`src/rtl/alu_pkg.sv`:
```
// Shared types for the pico-MIPS ALU arbiter.
// ALU_ARB_RR_EN selects round-robin arbitration in alu_arb_pick.
package alu_pkg;

  localparam int N_DEF = 8;
  localparam int F_DEF = 3;

  // Values match the processor's alucodes.
  typedef enum logic [2:0] {
    RA   = 3'b000,
    RB   = 3'b001,
    RADD = 3'b010,
    RSUB = 3'b011,
    RAND = 3'b100,
    ROR  = 3'b101,
    RXOR = 3'b110,
    RMUL = 3'b111
  } alu_func_t;

  typedef enum logic [1:0] {
    IDLE = 2'd0,
    EXEC = 2'd1,
    RESP = 2'd2
  } arb_state_t;

  typedef logic port_t;

  localparam port_t P0 = 1'b0;
  localparam port_t P1 = 1'b1;

  function automatic port_t other(input port_t p);
    return ~p;
  endfunction

endpackage

```
`src/rtl/alu_arb_pick.sv`:
```
// Combinational grant between the two ALU requesters.
// ALU_ARB_RR_EN: round-robin on contention, else port 0 wins.
module alu_arb_pick
  import alu_pkg::*;
(
`ifdef ALU_ARB_RR_EN
  input  port_t rr,
`endif
  input  logic  valid0,
  input  logic  valid1,
  output port_t gnt,
  output logic  any
);

  always_comb begin
    any = valid0 | valid1;
    gnt = P0;
    unique case (1'b1)
      (valid0 && valid1): begin
`ifdef ALU_ARB_RR_EN
        gnt = rr;
`else
        gnt = P0;
`endif
      end
      (valid1 && !valid0): gnt = P1;
      default: gnt = P0;
    endcase
  end

endmodule

```
`src/rtl/alu_arbiter.sv`:
```
// Shares one ALU between two requesters, one op in flight.
// ALU_ARB_RR_EN enables the round-robin pointer.
module alu_arbiter
  import alu_pkg::*;
#(
  parameter int N = N_DEF,
  parameter int F = F_DEF
) (
  input  logic         clk,
  input  logic         reset,
  input  logic         req0_valid,
  output logic         req0_ready,
  input  logic [N-1:0] req0_a,
  input  logic [N-1:0] req0_b,
  input  logic [F-1:0] req0_func,
  output logic         rsp0_valid,
  input  logic         rsp0_ready,
  output logic [N-1:0] rsp0_result,
  output logic         rsp0_zf,
  input  logic         req1_valid,
  output logic         req1_ready,
  input  logic [N-1:0] req1_a,
  input  logic [N-1:0] req1_b,
  input  logic [F-1:0] req1_func,
  output logic         rsp1_valid,
  input  logic         rsp1_ready,
  output logic [N-1:0] rsp1_result,
  output logic         rsp1_zf,
  output logic [N-1:0] alu_a,
  output logic [N-1:0] alu_b,
  output logic [F-1:0] alu_func,
  input  logic [N-1:0] alu_result,
  input  logic         alu_zf
);

  arb_state_t state;
  arb_state_t state_nxt;
  port_t      owner;
  port_t      gnt;
  logic       any;
  logic       accept;
  logic       rsp_take;

  logic [N-1:0] sel_a;
  logic [N-1:0] sel_b;
  logic [F-1:0] sel_func;

`ifdef ALU_ARB_RR_EN
  port_t rr;

  alu_arb_pick u_pick (
    .rr     (rr),
    .valid0 (req0_valid),
    .valid1 (req1_valid),
    .gnt    (gnt),
    .any    (any)
  );

  // Pointer moves only on a grant, toward the loser.
  always_ff @(posedge clk or posedge reset) begin
    if (reset) begin
      rr <= P0;
    end else if (accept) begin
      rr <= other(gnt);
    end
  end
`else
  alu_arb_pick u_pick (
    .valid0 (req0_valid),
    .valid1 (req1_valid),
    .gnt    (gnt),
    .any    (any)
  );
`endif

  assign sel_a    = (gnt == P1) ? req1_a    : req0_a;
  assign sel_b    = (gnt == P1) ? req1_b    : req0_b;
  assign sel_func = (gnt == P1) ? req1_func : req0_func;

  assign rsp_take = (owner == P1) ? rsp1_ready : rsp0_ready;

  always_ff @(posedge clk or posedge reset) begin
    if (reset) begin
      state <= IDLE;
    end else begin
      state <= state_nxt;
    end
  end

  always_comb begin
    state_nxt  = state;
    accept     = 1'b0;
    req0_ready = 1'b0;
    req1_ready = 1'b0;
    rsp0_valid = 1'b0;
    rsp1_valid = 1'b0;
    unique case (state)
      IDLE: begin
        if (any) begin
          accept     = 1'b1;
          req0_ready = (gnt == P0);
          req1_ready = (gnt == P1);
          state_nxt  = EXEC;
        end
      end
      EXEC: begin
        state_nxt = RESP;
      end
      RESP: begin
        rsp0_valid = (owner == P0);
        rsp1_valid = (owner == P1);
        if (rsp_take) begin
          state_nxt = IDLE;
        end
      end
      default: begin
        state_nxt = IDLE;
      end
    endcase
  end

  // ALU operands hold the last op until the next grant.
  always_ff @(posedge clk or posedge reset) begin
    if (reset) begin
      owner    <= P0;
      alu_a    <= '0;
      alu_b    <= '0;
      alu_func <= F'(RA);
    end else if (accept) begin
      owner    <= gnt;
      alu_a    <= sel_a;
      alu_b    <= sel_b;
      alu_func <= sel_func;
    end
  end

  always_ff @(posedge clk or posedge reset) begin
    if (reset) begin
      rsp0_result <= '0;
      rsp0_zf     <= 1'b0;
      rsp1_result <= '0;
      rsp1_zf     <= 1'b0;
    end else if (state == EXEC) begin
      if (owner == P1) begin
        rsp1_result <= alu_result;
        rsp1_zf     <= alu_zf;
      end else begin
        rsp0_result <= alu_result;
        rsp0_zf     <= alu_zf;
      end
    end
  end

endmodule
```
`config.mk`:
```
export PLATFORM = sky130hd
export DESIGN_NAME = alu_arbiter
export DESIGN_NICKNAME = d
export VERILOG_FILES = /design/src/rtl/alu_pkg.sv /design/src/rtl/alu_arb_pick.sv /design/src/rtl/alu_arbiter.sv
export SDC_FILE = /design/constraint.sdc
export NUM_CORES = 1
export LEC_CHECK = 0
export CORE_AREA = 2 2 71 73
export DETAILED_ROUTE_END_ITERATION = 7
export DIE_AREA = 0 0 73 75
export PLACE_DENSITY = 0.78
export SLEW_MARGIN = 20
export SYNTH_ARGS = -nofsm -noshare
export SYNTH_HDL_FRONTEND = slang
export SYNTH_HIERARCHICAL = 1
export SYNTH_SLANG_ARGS = --single-unit
```
`constraint.sdc`:
```
create_clock -name clk -period 1.5 [get_ports clk]
set_input_delay 0.3 -clock clk [delete_from_list [all_inputs] [get_ports clk]]
set_output_delay 0.3 -clock clk [all_outputs]
set_load 0.1 [all_outputs]
```
==> results.sh, run 1 <==
export IMPL_outcome="complete, but fails checks"
export IMPL_violations="setup timing"
export IMPL_dp_cells=267
export IMPL_skew_ns=0.007039
export IMPL_arrival_ns=1.37
export IMPL_grt_pass1_vias=1566
export IMPL_post_place_ws_ns=-0.3976
export IMPL_synth_ff_type="dfrtp_1"
export IMPL_initial_core_util_pct=38.50
export IMPL_period_minus_slack_ns=1.668
export IMPL_synth_area_mm2=0.001794
export IMPL_drtIter0Drc=25
export IMPL_final_cell_mix="57 x mux2_2, 50 x clkdlybuf4s50_1, 43 x buf_12, 38 x dfrtp_1, 8 x buf_4"
export IMPL_syn_inst=117
export IMPL_dieArea_mm2=0.005475
export IMPL_synth_seq_cells=40
export IMPL_cts_num_sinks=40
export IMPL_grt_max_degree=27
export IMPL_r2r_slack_ns=0.03
export IMPL_r2r_cells=4
export IMPL_cp_required_ns=1.20
export IMPL_grt_use_total_pct=19.35
export IMPL_cts_inserted_buffers=5
export IMPL_hold_violations=0
export IMPL_wl_um=4969
export IMPL_insertion_delay_ns=0.29
export IMPL_fin_hold_ws_ns=0.3824
export IMPL_tritoncts="done"
export IMPL_syn_to_final_growth_pct=90.93
export IMPL_grt_setup_unrepaired="true"
export IMPL_via_per_inst=4.939
export IMPL_synth_async_reset_ratio_pct=100.0
export IMPL_ant_nets=0
export IMPL_setup_viol=4
export IMPL_wl_per_cell_um=17.81
export IMPL_die_w_um=73
export IMPL_end_kind="output pin"
export IMPL_layout_setup_ws_ns=-0.1676
export IMPL_gp_congestion=0.6862
export IMPL_drcViolationCount=0
export IMPL_grt_pass1_wl_um=7672
export IMPL_dieHeight_um=75
export IMPL_r2r_end="alu_a[4]$_DFFE_PP0P_"
export IMPL_rows=25
export IMPL_synth_area_top_cells="dfrtp_1 56%, mux2_2 36%, buf_4 1.3%"
export IMPL_antenna_found_initial=0
export IMPL_instances_no_fill=279
export IMPL_finalCritPeriodShare_pct=111.2
export IMPL_root_buffer="clkbuf_8"
export IMPL_maxSlewViolCount=0
export IMPL_final_common_cell="mux2_2"
export IMPL_min_path_type="in2async"
export IMPL_crit_type="reg2out"
export IMPL_cap_violations=0
export IMPL_synth_top_cell_area_share_pct=55.79
export IMPL_seq_area_frac_synth_pct=55.79
export IMPL_vias=1378
export IMPL_port_buffers=93
export IMPL_place_area_mm2=0.003259
export IMPL_drive_gt1_share_pct=56.89
export IMPL_fp_coreArea_mm2=0.004661
export IMPL_place_hpwl_um=3790
export IMPL_firstDrtPassIters=2
export IMPL_yosysTopAreaCell="dfrtp_1"
export IMPL_diodes=0
export IMPL_start_kind="flop"
export IMPL_r2r_start="state[1]$_DFFE_PP0P_"
export IMPL_io_pins=94
export IMPL_synth_nets=170
export IMPL_clk_transition_reported_paths_ns=0.08
export IMPL_htree_levels=2
export IMPL_design_area_mm2=0.003426
export IMPL_nNetsFinal=278
export IMPL_synth_avg_cell_area_um2=15.34
export IMPL_grt_ovfl_total=0
export IMPL_max_clock_path_buffers=2
export IMPL_synth_warnings=6
export IMPL_crit_fanout=3
export IMPL_worstMarginPinSlew_ns=0.3158
export IMPL_maxSlewHeadroom_pct=78.84
export IMPL_fmax_mhz=599.7
export IMPL_yosysUniqueCellTypes=15
export IMPL_synth_edf_count=0
sequential cells by signal (all words and copies together) (netlist names):
name	flops
alu_a	8
alu_func	3
rsp0_result	8
state	2
alu_b	8
rsp1_zf	1
rsp0_zf	1
owner	1
rsp1_result	8
critical path, stage by stage, from the launching register on:
cell and delay, ns:
dfrtp_2 0.44, nor3b_4 0.25, nor2b_4 0.20, buf_12 0.18
cells in the mapped netlist, types with 2 or more instances:
| master | instances |
|---|---|
| mux2_2 | 57 |
| dfrtp_1 | 40 |
| nor2_1 | 2 |
| inv_1 | 2 |
| buf_4 | 3 |
| buf_6 | 2 |
| nand2b_1 | 2 |
| nor2b_1 | 2 |
worst max-delay path by stage:
stage,start,end,cells after the start
after floorplan,state[1]$_DFFE_PP0P_,req0_ready,3
after global placement,req0_valid,alu_b[6]$_DFFE_PP0P_,5
after detailed placement,req1_valid,alu_b[0]$_DFFE_PP0P_,5
final,state[1]$_DFFE_PP0P_,req0_ready,3
after global routing,state[1]$_DFFE_PP0P_,req0_ready,3
after CTS,state[0]$_DFFE_PP0P_,req0_ready,3
kinds of logic after synthesis:
logic type / Yosys count / share of synthesized area [%]
flops: 40 / 55.79
compound gates: 1 / 0.2787
simple gates: 11 / 4.603
buf+inv: 7 / 2.929
mux: 58 / 36.40
what timing repair did:
item                                    4_1_cts  5_1_grt
gates resized for setup                       6        4
endpoints found under the setup margin       24       32
hold buffers                                  0        0
pin swaps                                     3        1
cloned                                        1        0
setup buffers                                 3        1
stage by stage:
step | utilization, % | setup TNS, ns
after floorplan | - | -0.8203
after global placement | 69.93 | -7.661
after detailed placement | 69.93 | -8.146
after CTS | 73.05 | -0.4967
after global routing | 73.50 | -0.7586
final | 73.50 | -0.4948
cell type report:
| cell class | count | area, um^2 |
|---|---|---|
| clock buffer | 5 | 68.82 |
| clock inverter | 2 | 12.51 |
| fill | 304 | 1235 |
| inverter | 2 | 7.507 |
| multi-input combinational | 70 | 768.2 |
| sequential | 40 | 1003 |
| tap | 54 | 67.56 |
| timing repair buffer | 106 | 1498 |
layer usage:
layer	up-vias	global-route usage, %	routed length (um)
met3	6	6.024	392
met4	0	8.642	91
met2	75	36.14	2690
met1	671	19.78	1794
li1	626	-	-
met5	-	0	0
Power of run 1 is not shown: default switching activity piles up to over one toggle a cycle in this logic, so the estimate is an artifact.
==> run 2: changes to the inputs <==
Settings changed: ABC_CLOCK_PERIOD_IN_PS set to 2120, CORE_AREA 2 2 71 73 to 2 2 70 72, DIE_AREA 0 0 73 75 to 0 0 72 74, GPL_TIMING_DRIVEN set to 0, PLACE_DENSITY 0.78 to 0.8.
Clock period 1.5 ns to 2.12 ns, I/O delays scaled along.
==> run 2 against run 1 <==
Compared with the run above:
- the run now ends clean
- sequential share of layout area grew 4.8 points
- hold slack better by 0.062 ns
- worst setup slack better by 0.27 ns
- core utilization decreased by 9.6 points
- critical endpoint is now rsp0_valid
- register-to-register slack gained 0.63 ns
- first-iteration DRC count did not move
==> results.sh, run 2 (synthesis results as in run 1) <==
export IMPL_drcViolationCount=0
export IMPL_critPathBufInv=1
export IMPL_port_buffers=93
export IMPL_fmax_mhz=494.7
export IMPL_dieArea_mm2=0.005328
export IMPL_end_kind="output pin"
export IMPL_nNetsFinal=273
export IMPL_drtIter0Drc=25
export IMPL_wl_um=3938
export IMPL_drive_gt1_share_pct=37.27
export IMPL_arrival_ns=1.60
export IMPL_finalCritPeriodShare_pct=95.34
export IMPL_firstDrtPassIters=2
export IMPL_grt_ovfl_total=0
export IMPL_min_path_type="in2async"
export IMPL_ctsHoldBuffers=0
export IMPL_design_area_mm2=0.002939
export IMPL_clk_transition_reported_paths_ns=0.08
export IMPL_grt_pass1_vias=1364
export IMPL_crit_type="reg2out"
export IMPL_dieHeight_um=74
export IMPL_ant_nets=0
export IMPL_cp_slowest_cell="clkdlybuf4s15_2"
export IMPL_wl_per_cell_um=14.37
export IMPL_maxSlewViolCount=0
export IMPL_start_kind="flop"
export IMPL_cts_num_sinks=40
export IMPL_diodes=0
export IMPL_rows=25
export IMPL_grt_max_degree=25
export IMPL_vias=1291
export IMPL_insertion_delay_ns=0.29
export IMPL_register_area_mm2=0.001001
export IMPL_finish_utilization_pct=63.92
export IMPL_grt_pass1_wl_um=6175
export IMPL_grt_setup_unrepaired="false"
export IMPL_skew_ns=0.005041
export IMPL_period_minus_slack_ns=2.021
export IMPL_setup_viol=0
export IMPL_gp_congestion=0.7060
export IMPL_place_area_mm2=0.002824
export IMPL_htree_levels=2
export IMPL_fp_coreArea_mm2=0.004598
export IMPL_outcome="finished clean"
export IMPL_max_stage_delay_ns=0.57
export IMPL_fillers=366
export IMPL_cap_violations=0
export IMPL_antenna_found_initial=0
export IMPL_grt_use_total_pct=15.06
export IMPL_worstMarginPinSlew_ns=0.9805
export IMPL_max_clock_path_buffers=2
export IMPL_die_w_um=72
export IMPL_final_common_cell="mux2_2"
export IMPL_initial_core_util_pct=39.02
export IMPL_tritoncts="done"
export IMPL_cp_required_ns=1.70
export IMPL_root_buffer="clkbuf_8"
export IMPL_maxSlewHeadroom_pct=34.90
export IMPL_io_pins=94
export IMPL_syn_to_final_growth_pct=63.81
export IMPL_place_hpwl_um=3037
export IMPL_final_cell_mix="57 x mux2_2, 50 x clkdlybuf4s50_1, 40 x dfrtp_1, 39 x dlygate4sd2_1"
export IMPL_crit_family="buffers and inverters"
export IMPL_hold_violations=0
export IMPL_via_per_inst=4.712
export IMPL_crit_fanout=5
export IMPL_cts_inserted_buffers=5
export IMPL_multiInputGateArea_um2=752.0
export IMPL_crit_chain="nand2b_1 > nor2_1 > clkdlybuf4s15_2"
run 2: worst paths after layout:
kind,start,endpoint,slack [ns],cells after the start
min in group clk,alu_func[1]$_DFFE_PP0P_,alu_func[1]$_DFFE_PP0P_,0.50,1
max in group asynchronous,reset,rsp0_result[2]$_DFFE_PP0P_,1.24,3
worst max-delay path,state[0]$_DFFE_PP0P_,rsp0_valid,0.1,3
worst min-delay path,reset,alu_b[2]$_DFFE_PP0P_,0.44,2
worst min register to register,alu_func[1]$_DFFE_PP0P_,alu_func[1]$_DFFE_PP0P_,0.50,1
worst max register to register,state[1]$_DFFE_PP0P_,alu_b[6]$_DFFE_PP0P_,0.66,4
run 2: area by class of cell:
class | instances | share of cell area, %
buffer | 5 | 1.533
clock buffer | 5 | 2.341
clock inverter | 2 | 2.043
inverter | 2 | 0.2554
multi-input combinational | 70 | 25.59
sequential | 40 | 34.06
tap | 54 | 2.299
timing repair buffer | 96 | 31.89
run 2: per-layer routing:
metal | global-route usage [%] | vias to the layer above | wire (um)
li1 | - | 620 | -
met1 | 18.62 | 611 | 1703
met2 | 25.31 | 58 | 1849
met3 | 4.743 | 2 | 370
met4 | 5.031 | 0 | 14
met5 | 0 | - | 0
run 2: timing repair:
action                     CTS  global route
setup endpoints to repair   41             1
cloned                       0             0
resized for setup           63             1
buffers inserted             2             0
run 2: per-stage QoR:
stage | setup TNS, ns | setup slack [ns] | instances | hold slack [ns]
4_1_cts | 0 | 0.08071 | 274 | 0.4452
6_report | 0 | 0.09877 | 274 | 0.4441
3_5_place_dp | -4.095 | -1.089 | 265 | 0.4944
2_1_floorplan | -0.4229 | -0.1619 | 117 | 0.5673
3_3_place_gp | -8.541 | -1.080 | 264 | 0.4872
5_1_grt | 0 | 0.005847 | 274 | 0.4735
Power of run 2 is left out for the same reason.
